$ cat src/rtl/dmem_ctrl_if.sv
// Processor-to-data-memory bus: request, address and data in; load data,
// stall and fault back to the processor.
interface dmem_ctrl_if;
  logic        mem_read;
  logic        mem_write;
  logic [31:0] addr;
  logic [31:0] write_data;
  logic [31:0] read_data;
  logic        stall;
  logic        fault;

  modport master (
    output mem_read, mem_write, addr, write_data,
    input  read_data, stall, fault
  );

  modport slave (
    input  mem_read, mem_write, addr, write_data,
    output read_data, stall, fault
  );
endinterface

$ cat src/rtl/dmem_ctrl.sv
// Multi-cycle data-memory stage: word-addressed RAM with a fixed access
// latency. Stall holds the processor until the access completes; illegal
// requests raise a sticky fault instead of accessing the RAM.
//
// state  | meaning
// S_IDLE | waiting for a request; legality checked here only
// S_WAIT | access in flight, cnt counts down to the commit edge
// S_DONE | access complete, processor advances; held request ignored
module dmem_ctrl #(
  parameter int DEPTH   = 64,
  parameter int LATENCY = 2
) (
  input  logic         clk,
  input  logic         reset,
  dmem_ctrl_if.slave   bus
);

  localparam int CNT_W = $clog2(LATENCY) + 1;
  localparam int IDX_W = (DEPTH > 1) ? $clog2(DEPTH) : 1;
  localparam logic [CNT_W-1:0] CNT_LOAD = CNT_W'((LATENCY > 1) ? (LATENCY - 2) : 0);

  typedef enum logic [1:0] {S_IDLE, S_WAIT, S_DONE} state_t;

  state_t           state, state_nxt;
  logic [CNT_W-1:0] cnt;
  logic             op_store_q;
  logic [IDX_W-1:0] idx_q;
  logic [31:0]      data_q;
  logic [31:0]      read_data_q;
  logic             fault_q;
  logic [31:0]      mem [DEPTH];

  logic             req, illegal, legal_req, start;
  logic             commit, c_store;
  logic [IDX_W-1:0] c_idx;
  logic [31:0]      c_data;

  // Classify the current input request.
  always_comb begin
    req       = bus.mem_read | bus.mem_write;
    illegal   = req && ((bus.mem_read && bus.mem_write) ||
                        (bus.addr[1:0] != 2'b00) ||
                        ({2'b00, bus.addr[31:2]} >= 32'(DEPTH)));
    legal_req = req && !illegal;
    start     = (state == S_IDLE) && legal_req;
  end

  // Commit source: with single-cycle latency the commit happens on the
  // capture edge, so the live inputs are used instead of the capture regs.
  always_comb begin
    commit  = 1'b0;
    c_store = op_store_q;
    c_idx   = idx_q;
    c_data  = data_q;
    if (start && (LATENCY == 1)) begin
      commit  = 1'b1;
      c_store = bus.mem_write;
      c_idx   = bus.addr[IDX_W+1:2];
      c_data  = bus.write_data;
    end else if ((state == S_WAIT) && (cnt == '0)) begin
      commit = 1'b1;
    end
  end

  // Next-state decode.
  always_comb begin
    state_nxt = state;
    case (state)
      S_IDLE:  if (legal_req) state_nxt = (LATENCY == 1) ? S_DONE : S_WAIT;
      S_WAIT:  if (cnt == '0) state_nxt = S_DONE;
      S_DONE:  state_nxt = S_IDLE;
      default: state_nxt = S_IDLE;
    endcase
  end

  // Stall is combinational from the request while idle.
  always_comb begin
    bus.stall = start || (state == S_WAIT);
  end

  // State register and latency down-counter.
  always_ff @(posedge clk) begin
    if (reset) begin
      state <= S_IDLE;
      cnt   <= '0;
    end else begin
      state <= state_nxt;
      if (start)
        cnt <= CNT_LOAD;
      else if ((state == S_WAIT) && (cnt != '0))
        cnt <= cnt - 1'b1;
    end
  end

  // Capture the request so later input changes cannot disturb it.
  always_ff @(posedge clk) begin
    if (start) begin
      op_store_q <= bus.mem_write;
      idx_q      <= bus.addr[IDX_W+1:2];
      data_q     <= bus.write_data;
    end
  end

  // Load data and sticky fault; reset wins over a coincident commit.
  always_ff @(posedge clk) begin
    if (reset) begin
      read_data_q <= '0;
      fault_q     <= 1'b0;
    end else begin
      if (commit && !c_store)
        read_data_q <= mem[c_idx];
      if ((state == S_IDLE) && illegal)
        fault_q <= 1'b1;
    end
  end

  // RAM write port; contents survive reset but a store under reset is dropped.
  always_ff @(posedge clk) begin
    if (!reset && commit && c_store)
      mem[c_idx] <= c_data;
  end

  assign bus.read_data = read_data_q;
  assign bus.fault     = fault_q;

endmodule

$ cat src/flat_wrapper.sv
// flat-port wrapper written by rule: the top's interface ports become plain ports
module dmem_ctrl_flat 
#(
  parameter int DEPTH   = 64,
  parameter int LATENCY = 2
)
  (clk, reset, bus_mem_read, bus_mem_write, bus_addr, bus_write_data, bus_read_data, bus_stall, bus_fault);
  dmem_ctrl_if bus_i ();
  input  logic clk;
  input  logic reset;
  input wire logic [$bits(bus_i.mem_read)-1:0] bus_mem_read;
  input wire logic [$bits(bus_i.mem_write)-1:0] bus_mem_write;
  input wire logic [$bits(bus_i.addr)-1:0] bus_addr;
  input wire logic [$bits(bus_i.write_data)-1:0] bus_write_data;
  output wire logic [$bits(bus_i.read_data)-1:0] bus_read_data;
  output wire logic [$bits(bus_i.stall)-1:0] bus_stall;
  output wire logic [$bits(bus_i.fault)-1:0] bus_fault;
  assign bus_i.mem_read = bus_mem_read;
  assign bus_i.mem_write = bus_mem_write;
  assign bus_i.addr = bus_addr;
  assign bus_i.write_data = bus_write_data;
  assign bus_read_data = bus_i.read_data;
  assign bus_stall = bus_i.stall;
  assign bus_fault = bus_i.fault;
  dmem_ctrl #(.DEPTH(DEPTH), .LATENCY(LATENCY)) u_core (.clk(clk), .reset(reset), .bus(bus_i));
endmodule
$ cat config.mk
export PLATFORM = sky130hd
export DESIGN_NAME = dmem_ctrl_flat
export DESIGN_NICKNAME = d
export VERILOG_FILES = /design/src/rtl/dmem_ctrl_if.sv /design/src/rtl/dmem_ctrl.sv /design/src/flat_wrapper.sv
export SDC_FILE = /design/constraint.sdc
export NUM_CORES = 2
export LEC_CHECK = 0
export BUFFER_PORTS_ARGS = -buffer_cell sky130_fd_sc_hd__buf_4
export CORE_AREA = 2 2 374 376
export CTS_CLUSTER_DIAMETER = 40
export DETAILED_ROUTE_END_ITERATION = 10
export DIE_AREA = 0 0 376 378
export PLACE_DENSITY = 0.75
export SETUP_SLACK_MARGIN = 0.1
export SYNTH_ARGS = -nofsm -noshare
export SYNTH_HDL_FRONTEND = slang
export SYNTH_SLANG_ARGS = --single-unit
$ cat constraint.sdc
create_clock -name clk -period 13.8 [get_ports clk]
set_input_delay 2.76 -clock clk [delete_from_list [all_inputs] [get_ports clk]]
set_output_delay 2.76 -clock clk [all_outputs]
set_load 0.02 [all_outputs]
==> results.json <==
{
  "status": "completed",
  "p_per_area_mw_per_mm2": 141,
  "crit_path_end_kind": "primary output",
  "vdd_drop_max_mv": 0.151,
  "maxCapViolCount": 0,
  "syn_area_mm2": 0.0811,
  "synth_compound_area_frac": 0.0344,
  "via_count": 41400,
  "grt_overflow": 0,
  "cp_max_fo": 43,
  "start_util": 0.585,
  "synth_mux_area_frac": 0.151,
  "coreArea_mm2": 0.139,
  "cts_tree": "built",
  "numPortBuffers": 101,
  "antenna_found_initial": 10,
  "dieArea_mm2": 0.142,
  "rows": 137,
  "rrSetupSlack_ns": 8.64,
  "maxSlewHeadroom": 0.246,
  "fin_skew_ns": 0.0334,
  "synth_warnings": 0,
  "gp_congestion": 0.841,
  "fill_cells": 8666,
  "clock_path_buffers": 3,
  "avgSynthCellArea_um2": 20.3,
  "hold_path_class": "flip-flop to flip-flop",
  "grt_pass1_wl_um": 286000,
  "period_minus_slack_ns": 8.27,
  "root_buffer": "clkbuf_16",
  "ys_seq_area_frac": 0.782,
  "ys_types": 48,
  "cts_resized": 0,
  "startpoint": "bus_mem_read",
  "regToRegStartpoint": "u_core.c_idx[0]",
  "ys_ff_latch": 2124,
  "syn_inst": 3997,
  "ios": 102,
  "crit_path_start_kind": "input port",
  "hold_depth": 2,
  "dieHeight_um": 378,
  "synth_fp_nets": 4066,
  "synth_simple_gate_area_frac": 0.0171,
  "drc": 0,
  "criticalPathCategory": "input port to primary output",
  "grt.total_usage": 0.284,
  "drt_iter0_markers": 6395,
  "vias_per_cell": 6.65,
  "fmax_mhz": 121,
  "synth_xor_area_frac": 0.000108,
  "drt_wl_total_um": 200000,
  "synth_async_sr_flop_share": 0,
  "final_util": 0.664,
  "dieWidth_um": 376,
  "fin_crit_sh": 0.599,
  "whs_ns": 0.494,
  "reg2reg_depth": 9,
  "power.leakage_nw": 30.2,
  "r2r_end": "u_core.bus.read_data[30]",
  "synth_top_family_by_area": "multiplexers",
  "final_nets": 4294,
  "hold_viol_final": 0,
  "slew_violations": 0,
  "cts_hold_buf": 0,
  "finalSetupTns_ns": 0,
  "synthAdderAreaFrac": 0.000154,
  "grt_pass1_vias": 40500,
  "area_growth_pct": 13.4,
  "rsz0062_at_grt": "no",
  "crit_end": "bus_stall",
  "ant_nets": 0,
  "tightest_slew_ns": 1.13,
  "dpl.hpwl_um": 110000,
  "worst_ep_arrival_time_ns": 5.51,
  "setup_viol": 0,
  "grt_start_max_net_pins": 125,
  "crit_required_ns": 11.04,
  "clock_sinks": 2124,
  "worst_skew_pair.late_latency_ns": 0.86,
  "avgRoutedWirePerCell_um": 32.2,
  "synth_ff_type": "edfxtp_1",
  "htree_levels": 4,
  "synth_edf_count": 2087,
  "cts-buffers-inserted": 221,
  "clk_pin_slew_ns": 0.06,
  "drive_above_1_share": 0.214,
  "postCtsSetupRepairBufs": 0,
  "dr.pass1.iters": 8
}
[flip-flops by register name, indices dropped and copies added, names as in the netlist]
name and cells:
u_core.bus.fault 1, u_core.c_idx 6, u_core.cnt 2, u_core.c_data 32, u_core.mem 2048, u_core.state 2, u_core.c_store 1, u_core.bus.read_data 32
[worst max-delay path, cell delays in order]
cell and delay (ns):
buf_4 0.12, a211oi_2 0.71, nand4_1 0.17, nor2_1 0.56, nor4b_2 0.32, buf_4 0.55, a21o_1 0.14, buf_4 0.13
[final cells by class]
class / count / area (um^2) / area share
diodes: 1 / 2.50 / 0.0000272
multi-input cells: 1638 / 17000 / 0.185
flip-flops and latches: 2124 / 63400 / 0.689
clock inverters: 155 / 1620 / 0.0176
well taps: 1807 / 2260 / 0.0246
clock buffers: 263 / 5810 / 0.0632
repair buffers: 235 / 1830 / 0.0199
inverters: 5 / 18.8 / 0.000204
[cells in the final DEF (no fill, tap or decap), drive strengths merged, types with 24 or more instances in the layout]
cell type  count
a22oi         35
buf          235
clkbuf       263
clkinv        92
dfxtp         37
edfxtp      2087
inv           29
mux2i        606
mux4         269
nand2         67
nand3         24
nand4         43
nor2         137
o21ai        106
o22ai        210
o31a          31
[report_power, final]
group | switching, mW | internal, mW
Combinational | 0.00877 | 0.0126
Clock | 2.51 | 3.47
Sequential | 0.000143 | 6.97
Total | 2.51 | 10.5
[logic make-up after synthesis]
family	Yosys count
buffers and inverters	235
and+or+nand+nor	307
muxes	889
DFF	2124
xor gates and xnor gates	1
adders and majority gates	1
AOI/OAI and AO/OA	440
[how the worst min path moves through the flow]
| stage | start | endpoint | slack (ns) |
|---|---|---|---|
| final | u_core.bus.fault | u_core.bus.fault | 0.49 |
| after global routing | u_core.bus.fault | u_core.bus.fault | 0.53 |
| after CTS | u_core.bus.fault | u_core.bus.fault | 0.50 |
| after detailed placement | u_core.bus.fault | u_core.bus.fault | 0.45 |
| after global placement | u_core.bus.fault | u_core.bus.fault | 0.44 |
| after floorplan | u_core.state[1] | u_core.state[1] | 0.47 |
[layer usage]
metal / wire length, um / part of all wire / global-route usage
met1: 77300 / 0.39 / 0.408
met2: 95100 / 0.47 / 0.440
met3: 23100 / 0.12 / 0.0709
met4: 4760 / 0.024 / 0.0781
met5: 35 / 0.00017 / 0
[Yosys cell counts (17+ instances only)]
cell      instances  area share
o22ai_1         210       0.016
nand2_1          67      0.0031
a21oi_1          17      0.0010
o21ai_0         106      0.0065
clkbuf_1         90      0.0042
buf_6            19      0.0026
o31a_1           31      0.0033
mux4_2          269       0.075
o22a_1           18      0.0019
nor2_1          137      0.0063
dfxtp_1          37      0.0091
buf_2            95      0.0059
mux2i_1         606       0.075
edfxtp_1       2087        0.77
nand3_1          24      0.0015
a22oi_1          35      0.0032
nand4_1          43      0.0033
[per-stage QoR]
stage | power (mW) | cell area, um^2 | setup slack, ns | std cells
floorplan | 7.11 | 81100 | 3.15 | 3997
global placement | 7.13 | 84500 | 5.41 | 5809
detailed placement | 7.13 | 84500 | 5.41 | 5809
CTS | 13.0 | 92000 | 5.44 | 6227
global route | 13.3 | 92000 | 5.38 | 6227
finish | 13.0 | 92000 | 5.53 | 6228
Note: power is estimated with default switching activity, not from simulation.
